`src/rtl/uart_echo_tester.sv`:
```
// uart_echo_tester: UART echo-path self-test initiator (baud generator, TX, RX, control FSM).
// Sends bytes seed+n, waits for each echo and tallies pass, error and timeout results.

module uart_echo_baud #(
    parameter int LIMIT = 651,
    parameter int BITS  = 10
) (
    input  logic clk_i,
    input  logic reset_i,
    output logic tick_o
);
    logic [BITS-1:0] cnt_q, cnt_d;
    assign tick_o = cnt_q == BITS'(LIMIT - 1);
    assign cnt_d  = tick_o ? '0 : cnt_q + BITS'(1);
    always_ff @(posedge clk_i or posedge reset_i)
        if (reset_i) cnt_q <= '0;
        else cnt_q <= cnt_d;
endmodule

module uart_echo_tx #(
    parameter int WORD_BITS    = 8,
    parameter int SAMPLE_TICKS = 16
) (
    input  logic                 clk_i,
    input  logic                 reset_i,
    input  logic                 tick_i,
    input  logic                 start_i,
    input  logic [WORD_BITS-1:0] data_i,
    output logic                 tx_o,
    output logic                 done_o
);
    localparam int SB = $clog2(SAMPLE_TICKS + 1);
    localparam int NB = $clog2(WORD_BITS + 1);
    typedef enum logic [1:0] {T_IDLE, T_START, T_DATA, T_STOP} tx_state_e;
    tx_state_e state_q, state_d;
    logic [SB-1:0] s_q, s_d;
    logic [NB-1:0] n_q, n_d;
    logic [WORD_BITS-1:0] b_q, b_d;
    logic tx_q, tx_d, last_tick;
    assign tx_o = tx_q;
    assign last_tick = tick_i && s_q == SB'(SAMPLE_TICKS - 1);
    always_ff @(posedge clk_i or posedge reset_i)
        if (reset_i) begin
            state_q <= T_IDLE;
            s_q     <= '0;
            n_q     <= '0;
            b_q     <= '0;
            tx_q    <= 1'b1;
        end else begin
            state_q <= state_d;
            s_q     <= s_d;
            n_q     <= n_d;
            b_q     <= b_d;
            tx_q    <= tx_d;
        end
    always_comb begin
        state_d = state_q;
        s_d     = tick_i ? s_q + SB'(1) : s_q;
        n_d     = n_q;
        b_d     = b_q;
        done_o  = 1'b0;
        unique case (state_q)
            T_IDLE: begin
                s_d = '0;
                if (start_i) begin
                    state_d = T_START;
                    b_d     = data_i;
                end
            end
            T_START: if (last_tick) begin
                state_d = T_DATA;
                s_d     = '0;
                n_d     = '0;
            end
            T_DATA: if (last_tick) begin
                s_d     = '0;
                b_d     = b_q >> 1;
                n_d     = n_q + NB'(1);
                state_d = (n_q == NB'(WORD_BITS - 1)) ? T_STOP : T_DATA;
            end
            T_STOP: if (last_tick) begin
                state_d = T_IDLE;
                done_o  = 1'b1;
            end
            default: state_d = T_IDLE;
        endcase
        // Line level follows the next state so each bit is held for whole tick periods.
        tx_d = (state_d == T_START) ? 1'b0 : (state_d == T_DATA) ? b_d[0] : 1'b1;
    end
endmodule

module uart_echo_rx #(
    parameter int WORD_BITS    = 8,
    parameter int SAMPLE_TICKS = 16
) (
    input  logic                 clk_i,
    input  logic                 reset_i,
    input  logic                 tick_i,
    input  logic                 rx_i,
    output logic [WORD_BITS-1:0] data_o,
    output logic                 done_o
);
    localparam int SB = $clog2(SAMPLE_TICKS + 1);
    localparam int NB = $clog2(WORD_BITS + 1);
    typedef enum logic [1:0] {R_IDLE, R_START, R_DATA, R_STOP} rx_state_e;
    rx_state_e state_q, state_d;
    logic [SB-1:0] s_q, s_d;
    logic [NB-1:0] n_q, n_d;
    logic [WORD_BITS-1:0] b_q, b_d;
    logic [1:0] sync_q;
    logic rx_s, bit_end;
    assign rx_s    = sync_q[1];
    assign data_o  = b_q;
    assign bit_end = tick_i && s_q == SB'(SAMPLE_TICKS - 1);
    always_ff @(posedge clk_i or posedge reset_i)
        if (reset_i) begin
            state_q <= R_IDLE;
            s_q     <= '0;
            n_q     <= '0;
            b_q     <= '0;
            sync_q  <= 2'b11;
        end else begin
            state_q <= state_d;
            s_q     <= s_d;
            n_q     <= n_d;
            b_q     <= b_d;
            sync_q  <= {sync_q[0], rx_i};
        end
    always_comb begin
        state_d = state_q;
        s_d     = tick_i ? s_q + SB'(1) : s_q;
        n_d     = n_q;
        b_d     = b_q;
        done_o  = 1'b0;
        unique case (state_q)
            R_IDLE: begin
                s_d = '0;
                if (!rx_s) state_d = R_START;
            end
            // Half a bit into the start bit, then sample every full bit at mid-bit.
            R_START: if (tick_i && s_q == SB'(SAMPLE_TICKS / 2 - 1)) begin
                state_d = R_DATA;
                s_d     = '0;
                n_d     = '0;
            end
            R_DATA: if (bit_end) begin
                s_d     = '0;
                b_d     = {rx_s, b_q[WORD_BITS-1:1]};
                n_d     = n_q + NB'(1);
                state_d = (n_q == NB'(WORD_BITS - 1)) ? R_STOP : R_DATA;
            end
            R_STOP: if (bit_end) begin
                state_d = R_IDLE;
                done_o  = 1'b1;
            end
            default: state_d = R_IDLE;
        endcase
    end
endmodule

module uart_echo_tester #(
    parameter int WORD_BITS     = 8,
    parameter int SAMPLE_TICKS  = 16,
    parameter int BAUD_LIMIT    = 651,
    parameter int BAUD_BITS     = 10,
    parameter int TIMEOUT_TICKS = 4096,
    parameter int TIMEOUT_BITS  = 13,
    parameter int COUNT_BITS    = 16
) (
    input  logic                  clk_i,
    input  logic                  reset_i,
    input  logic                  start_i,
    input  logic [COUNT_BITS-1:0] count_i,
    input  logic [WORD_BITS-1:0]  seed_i,
    input  logic                  rx_i,
    output logic                  tx_o,
    output logic                  busy_o,
    output logic                  done_o,
    output logic [COUNT_BITS-1:0] sent_o,
    output logic [COUNT_BITS-1:0] pass_o,
    output logic [COUNT_BITS-1:0] error_o,
    output logic [COUNT_BITS-1:0] timeout_o,
    output logic [WORD_BITS-1:0]  last_tx_o,
    output logic [WORD_BITS-1:0]  last_rx_o,
    output logic                  baud_tick_o
);
    typedef enum logic [2:0] {IDLE, LOAD, SEND, WAIT_ECHO, CHECK, NEXT, FINISH} state_e;
    state_e state_q, state_d;
    logic [COUNT_BITS-1:0] count_q, count_d, sent_q, sent_d, pass_q, pass_d;
    logic [COUNT_BITS-1:0] error_q, error_d, timeout_q, timeout_d;
    logic [WORD_BITS-1:0] byte_q, byte_d, last_tx_q, last_tx_d, last_rx_q, last_rx_d, rx_data;
    logic [TIMEOUT_BITS-1:0] tmo_q, tmo_d;
    logic echo_q, echo_d, done_q, done_d, tick, tx_start, tx_done, rx_done;

    uart_echo_baud #(.LIMIT(BAUD_LIMIT), .BITS(BAUD_BITS)) u_baud (
        .clk_i(clk_i), .reset_i(reset_i), .tick_o(tick)
    );
    uart_echo_tx #(.WORD_BITS(WORD_BITS), .SAMPLE_TICKS(SAMPLE_TICKS)) u_tx (
        .clk_i(clk_i), .reset_i(reset_i), .tick_i(tick), .start_i(tx_start),
        .data_i(byte_q), .tx_o(tx_o), .done_o(tx_done)
    );
    uart_echo_rx #(.WORD_BITS(WORD_BITS), .SAMPLE_TICKS(SAMPLE_TICKS)) u_rx (
        .clk_i(clk_i), .reset_i(reset_i), .tick_i(tick), .rx_i(rx_i),
        .data_o(rx_data), .done_o(rx_done)
    );

    assign busy_o      = state_q != IDLE;
    assign done_o      = done_q;
    assign sent_o      = sent_q;
    assign pass_o      = pass_q;
    assign error_o     = error_q;
    assign timeout_o   = timeout_q;
    assign last_tx_o   = last_tx_q;
    assign last_rx_o   = last_rx_q;
    assign baud_tick_o = tick;

    always_ff @(posedge clk_i or posedge reset_i)
        if (reset_i) begin
            state_q   <= IDLE;
            count_q   <= '0;
            sent_q    <= '0;
            pass_q    <= '0;
            error_q   <= '0;
            timeout_q <= '0;
            byte_q    <= '0;
            last_tx_q <= '0;
            last_rx_q <= '0;
            tmo_q     <= '0;
            echo_q    <= 1'b0;
            done_q    <= 1'b0;
        end else begin
            state_q   <= state_d;
            count_q   <= count_d;
            sent_q    <= sent_d;
            pass_q    <= pass_d;
            error_q   <= error_d;
            timeout_q <= timeout_d;
            byte_q    <= byte_d;
            last_tx_q <= last_tx_d;
            last_rx_q <= last_rx_d;
            tmo_q     <= tmo_d;
            echo_q    <= echo_d;
            done_q    <= done_d;
        end

    always_comb begin
        state_d   = state_q;
        count_d   = count_q;
        sent_d    = sent_q;
        pass_d    = pass_q;
        error_d   = error_q;
        timeout_d = timeout_q;
        byte_d    = byte_q;
        last_tx_d = last_tx_q;
        last_rx_d = last_rx_q;
        tmo_d     = tmo_q;
        echo_d    = echo_q;
        done_d    = 1'b0;
        tx_start  = 1'b0;
        // Echoes are captured in every active state so one landing during SEND is kept.
        if (rx_done && state_q != IDLE && state_q != FINISH) begin
            echo_d    = 1'b1;
            last_rx_d = rx_data;
        end
        unique case (state_q)
            IDLE: if (start_i) begin
                count_d   = count_i;
                byte_d    = seed_i;
                sent_d    = '0;
                pass_d    = '0;
                error_d   = '0;
                timeout_d = '0;
                echo_d    = 1'b0;
                state_d   = (count_i == '0) ? FINISH : LOAD;
            end
            LOAD: begin
                tx_start  = 1'b1;
                last_tx_d = byte_q;
                state_d   = SEND;
            end
            SEND: if (tx_done) begin
                sent_d  = sent_q + COUNT_BITS'(1);
                tmo_d   = '0;
                state_d = WAIT_ECHO;
            end
            WAIT_ECHO:
                if (echo_q) state_d = CHECK;
                else if (tick && tmo_q == TIMEOUT_BITS'(TIMEOUT_TICKS - 1)) begin
                    timeout_d = timeout_q + COUNT_BITS'(1);
                    state_d   = NEXT;
                end else if (tick) tmo_d = tmo_q + TIMEOUT_BITS'(1);
            CHECK: begin
                pass_d  = (last_rx_q == last_tx_q) ? pass_q + COUNT_BITS'(1) : pass_q;
                error_d = (last_rx_q != last_tx_q) ? error_q + COUNT_BITS'(1) : error_q;
                echo_d  = rx_done;
                state_d = NEXT;
            end
            NEXT:
                if (sent_q == count_q) state_d = FINISH;
                else begin
                    byte_d  = byte_q + WORD_BITS'(1);
                    state_d = LOAD;
                end
            FINISH: begin
                done_d  = 1'b1;
                state_d = IDLE;
            end
            default: state_d = IDLE;
        endcase
    end
endmodule

```
`config.mk`:
```
export PLATFORM = sky130hd
export DESIGN_NAME = uart_echo_tester
export DESIGN_NICKNAME = d
export VERILOG_FILES = /design/src/rtl/uart_echo_tester.sv
export SDC_FILE = /design/constraint.sdc
export NUM_CORES = 1
export LEC_CHECK = 0
export CAP_MARGIN = 30
export CORE_MARGIN = 3
export CORE_UTILIZATION = 53
export CTS_BUF_LIST = sky130_fd_sc_hd__clkbuf_16
export DETAILED_ROUTE_END_ITERATION = 7
export GPL_ROUTABILITY_DRIVEN = 0
export PLACE_DENSITY = 0.77
export SLEW_MARGIN = 20
export SYNTH_ARGS = -nofsm -noshare
export SYNTH_HDL_FRONTEND = slang
export SYNTH_SLANG_ARGS = --single-unit
```
`constraint.sdc`:
```
create_clock -name clk_i -period 16.1 [get_ports clk_i]
set_input_delay 4.83 -clock clk_i [delete_from_list [all_inputs] [get_ports clk_i]]
set_output_delay 4.83 -clock clk_i [all_outputs]
set_load 0.05 [all_outputs]
```
**Word level (Yosys, flattened, before mapping)**

Cells that the tools add are included.

- Flip-flop bits (word level): 173
- Bits in latches: 0
- Memory bits (writable): 0
- Bits in read-only memories: 0
- Output and inout port bits: 84
- Memories kept: 0

- $add $sub $neg: 11
- Multiply operators: 0
- Div/mod/pow operators: 0
- Magnitude comparators: 0
- Eq/ne operators: 42
- Shift operators: 0
- Mux-type cells: 65
- Bitwise operators: 0
- Reduce and logical (&&, ||, !) cells: 33

Operators by type and width:

| cell | count |
|---|---|
| $pmux W16 S2 | 4 |
| $mux W16 | 6 |
| $add A16 B1 Y16 const B | 4 |
| $mux W13 | 4 |
| $mux W8 | 4 |
| $pmux W8 S2 | 2 |
| $pmux W13 S2 | 1 |
| $mux W5 | 5 |
| $reduce_and A3 Y1 | 8 |
| $ne A2 B2 Y1 const B | 11 |
| $mux W3 | 6 |
| $pmux W3 S6 | 1 |
| $eq A16 B16 Y1 | 1 |
| $logic_not A16 Y1 | 1 |
| $mux W2 | 8 |
| $mux W4 | 4 |
| $pmux W2 S4 | 2 |
| $pmux W4 S2 | 2 |
| $reduce_bool A2 Y1 | 8 |
| $pmux W5 S3 | 1 |
| $add A13 B1 Y13 const B | 1 |
| $eq A13 B12 Y1 const B | 1 |
| $mux W1 | 12 |
| $add A10 B1 Y10 const B | 1 |
| other kinds (27) | 53 |

**Longest topological paths before layout**

- Depth after elaboration: 9
- Depth in mapped cells: 10
- Gate-level depth less buffers: 8

**Cells and area by module**

Synthesis repeated with hierarchy kept, for this count alone.

- Cell total of the unflattened synthesis: 956
- Area, all modules: 9,235.1 µm²

By module, submodules not included:

| module | times used | cells an instance | area an instance (µm²) | sequential area each (µm²) |
|---|---|---|---|---|
| uart_echo_tester | 1 | 700 | 6,465.0 | 3,052.9 |
| uart_echo_tx | 1 | 105 | 1,126.1 | 501.7 |
| uart_echo_rx | 1 | 104 | 1,116.1 | 528.0 |
| uart_echo_baud | 1 | 47 | 528.0 | 250.2 |

**Worst setup path after synthesis**

OpenSTA, ideal clock, no wires.

- Path kind: register to output
- From: reg u_baud.cnt_q[0]
- To: out baud_tick_o
- Data arrival time: 2.047 ns
- Data required time: 11.270 ns
- Path slack: 9.223 ns
- Stages on the path, launching flop included: 8
- Buffers on the path: 2
- Cell sequence: dfrtp_1 inv_1 ha_1 or4b_4 or3_4 inv_2 buf_2 buf_2

- Word-level cells in the longest chain between the ends: 1

Ends and longest elaborated chain:

| what | line | source |
|---|---|---|
| start: declaration | 12 | `logic [BITS-1:0] cnt_q, cnt_d;` |
| start signal: assignment | 17 | `else cnt_q <= cnt_d;` |
| $eq A10 B10 Y1 | 13 | `assign tick_o = cnt_q == BITS'(LIMIT - 1);` |
| end: declaration | 185 | `output logic baud_tick_o` |

Every way passes these cells.

**Final worst setup path**

Ends and elaborated chain as after synthesis.

==> out/qor.csv <==
stage,metric,value,unit
timing,finalWorstPathRequiredPeriod,8.290,ns
global_routing,grtUsageTotal,23.41,%
logic_synthesis,cells_after_synth,957,
layout,finalNetCount,1100,
clocking,count_of_clock_tree_sinks,173,
clocking,post-cts-setup-buffer-count,0,
clocking,cts_max_level,4,
pwr,swShare,24.51,%
timing,setup_slack,7.810,ns
logic_synthesis,ys.flop_type,dfrtp_1,
pwr,power.net_switching,0.0002253,W
detailed_routing,finalWirelength,21120,µm
timing,grt_setup_unrepaired,false,
global_routing,number_of_antenna_violations_at_the_first_check_in_global_routing,0,
worst_hold_path,timing.hold.worst.class,flop to flop,
timing,fin_skew,0.01181,ns
clocking,ctsHoldBuffers,0,
logic_synthesis,postSynthAreaPerCell,9.508,µm²
layout,layout-area-overhead-vs-synth,21.00,%
logic_synthesis,async_flop_share,100.0,%
place,hpwl_detailed,14370,µm
detailed_routing,per_cell_via_count_in_the_routed_design,5.910,
clocking,clock-root-buffer,clkbuf_16,
logic_synthesis,synth-seq-area-share,47.62,%
pwr,power_density,83.51,nW/µm²
pwr,power_frac_seq,49.0,%
place,preCtsSetupSlack,8.272,ns
layout,fill_cells,1362,
global_routing,grt_max_degree,99,
clocking,clock_transition_at_the_registers_of_the_reported_paths,0.07,ns
setup_path,worst-endpoint-required,11.27,ns
timing,final-hold-violation-count,0,
detailed_routing,num_vias,7577,
timing,final-max-slew-violation-count,0,
detailed_routing,number_of_iterations_in_the_first_detailed_routing_pass,5,
setup_path,timing.critical_path.to_type,output pin,
logic_synthesis,synth.ff_latch_count,173,
setup_path,critPathTopFamily,buffers and inverters,
logic_synthesis,synth.distinct_cells,70,
pwr,irDropWorstVdd,0.07418,mV
clocking,postCtsResizedCells,0,
logic_synthesis,synth_fp_nets,1008,
timing,layout_worst_path_cycle_share,51.49,%
layout,finish.utilization,65.92,%
job,max-cap-violations,0,
detailed_routing,post_drt_wl_per_cell,16.47,µm
pwr,p_int,0.0006941,W
setup_path,cp_slowest_stage_delay,0.94,ns
pwr,clock_power_share,44.9,%
run_status,run_status,completed,
timing,max_slew_margin,36.12,%
timing,maximum_frequency_from_static_timing_analysis,120.6,MHz
layout,register_area,4333,µm²
timing,transition_at_the_pin_with_the_smallest_max_transition_slack,0.9504,ns
pwr,leakagePower,4.734,nW
floorplanning,fp.coreArea,16700,µm²
floorplanning,fp.dieW,137.0,µm
setup_path,critical_path.cell_chain,inv_1 -> ha_1 -> or4b_4 -> or3_4 -> inv_2 -> clkdlybuf4s50_1,
setup_path,critPathLaunchType,flop,
global_routing,grt_remaining_overflow,0,
clocking,clock_network_latency_to_the_later_pin_of_the_worst_skew_pair,0.43,ns
clocking,tritoncts_clock_tree,done,
detailed_routing,drt-initial-drc-count,541,
pwr,power.total,0.0009194,W
setup_path,cp_data_arrival_time,3.46,ns
setup_path,timing.critical_path.fanout_max,44,
setup_path,critical_path.n_buffers_inverters,3,
setup_path,critical_path.slowest_cell,clkdlybuf4s50_1,
floorplanning,start_util,54.48,%
layout,antennaDiodeCount,0,
setup_path,timing.setup.critical_path_class,flop to output pin,
timing,setup_viol_count_final,0,
timing,totalNegativeSetupSlack,0,ns
detailed_routing,drt_drc_violations_left,0,
place,port_buffers,111,
detailed_routing,antenna_left,0,
layout,multi_input_comb_area,4496,µm²
global_routing,grt_pass1_vias,7070,
layout,share_of_post_route_cells_with_drive_strength_above_1,8.380,%
logic_synthesis,ys.warnings.count,0,
pwr,comb_power_share,6.1,%
floorplanning,die_y,137.0,µm
logic_synthesis,synth_area,9099,µm²
floorplanning,num_rows,47,
floorplanning,pin_count,112,
clocking,tritoncts.num_buffers,17,
clocking,cts_buffer_depth,2,
floorplanning,die-area,18780,µm²
logic_synthesis,synth_edf_count,0,
global_routing,grt_pass1_wl,35110,µm
[layout make-up]
type,count,share of cell area (%)
Clock inverter,15,1.477
Sequential cell,173,39.36
Timing Repair Buffer,118,10.93
Tap cell,220,2.500
Clock buffer,17,3.864
Inverter,29,1.034
Multi-Input combinational cell,710,40.83
[sequential cells by signal, indices dropped and copies added (netlist names), 3 cells and up]
register      count
byte_q            8
u_baud.cnt_q     10
sent_o           16
u_tx.b_q          8
last_tx_o         8
u_rx.data_o       8
u_rx.n_q          4
count_q          16
u_tx.n_q          4
u_tx.s_q          5
state_q           3
u_rx.s_q          5
timeout_o        16
last_rx_o         8
pass_o           16
tmo_q            13
error_o          16
[metal layers]
layer,part of all wire [%],global-route usage (%)
met4,1.4,7.095
met3,5.5,4.890
met2,47,36.78
met5,0,0
met1,46,32.83
[path summary, 6_finish.rpt]
kind                                      start  cells past startpoint              to  slack, ns
worst max-delay path            u_baud.cnt_q[0]                      6     baud_tick_o       7.81
worst min-delay path             u_rx.sync_q[0]                      0  u_rx.sync_q[1]       0.36
worst max register to register  u_baud.cnt_q[0]                      8       sent_o[0]      12.87
worst min register to register   u_rx.sync_q[0]                      0  u_rx.sync_q[1]       0.36
max in group asynchronous               reset_i                      5      sent_o[11]      10.02
min in group asynchronous               reset_i                      2    last_rx_o[2]       4.76
[through the flow]
| stage | instance area, µm² | hold slack, ns | std cells |
|---|---|---|---|
| finish | 11010 | 0.3583 | 1282 |
| detailed placement | 10360 | 0.3500 | 1248 |
| CTS | 10950 | 0.3596 | 1280 |
| global placement | 10360 | 0.3473 | 1248 |
| floorplan | 9099 | 0.3452 | 957 |
| global route | 11010 | 0.3688 | 1282 |
[power by group through the flow]
stage                     clock network [W]  logic (W)  registers [W]
after floorplan                           0  0.0000177       0.000472
after global placement                    0  0.0000550       0.000458
after detailed placement                  0  0.0000554       0.000458
after CTS                          0.000419  0.0000557       0.000450
after global routing               0.000437  0.0000616       0.000451
final                              0.000413  0.0000564       0.000450
[placed cells by master (no fill, tap or decap), types with 16 or more instances in the layout]
cell,instances
nand4_1,39
a21oi_1,49
xnor2_1,28
clkdlybuf4s50_1,111
nand2_1,144
and3_1,23
ha_1,23
or4_1,19
clkbuf_16,17
mux2_2,29
o21ai_0,48
o31ai_1,16
or3_1,25
nand3_1,41
nor2_1,56
dfrtp_1,170
xor2_1,27
inv_1,27
[cell families after synthesis]
| group | synth area share (%) |
|---|---|
| AOI/OAI and AO/OA | 12.89 |
| adders and majority gates | 3.163 |
| xor gates and xnor gates | 5.294 |
| and+or+nand+nor | 23.42 |
| DFF | 47.62 |
| muxes | 4.359 |
| buffers and inverters | 3.259 |
[synth_stat cells (10+ instances only)]
| cell type | count | share of area, % |
|---|---|---|
| nand2_1 | 144 | 5.9 |
| nor3_1 | 12 | 0.66 |
| or3_1 | 25 | 1.7 |
| o21ai_0 | 48 | 2.6 |
| o211ai_1 | 11 | 0.91 |
| a22o_1 | 10 | 0.96 |
| nand3_1 | 41 | 2.3 |
| mux2_2 | 29 | 3.6 |
| or4_1 | 19 | 1.6 |
| and3_1 | 23 | 1.6 |
| a21oi_1 | 49 | 2.7 |
| dfrtp_1 | 170 | 47 |
| nor2_1 | 56 | 2.3 |
| xor2_1 | 27 | 2.6 |
| clkbuf_1 | 32 | 1.3 |
| ha_1 | 23 | 3.2 |
| o31ai_1 | 16 | 1.3 |
| nor4_1 | 11 | 0.76 |
| nand4_1 | 39 | 2.7 |
| xnor2_1 | 28 | 2.7 |
| inv_1 | 28 | 1.2 |
Note: power is estimated with default switching activity, not from simulation.
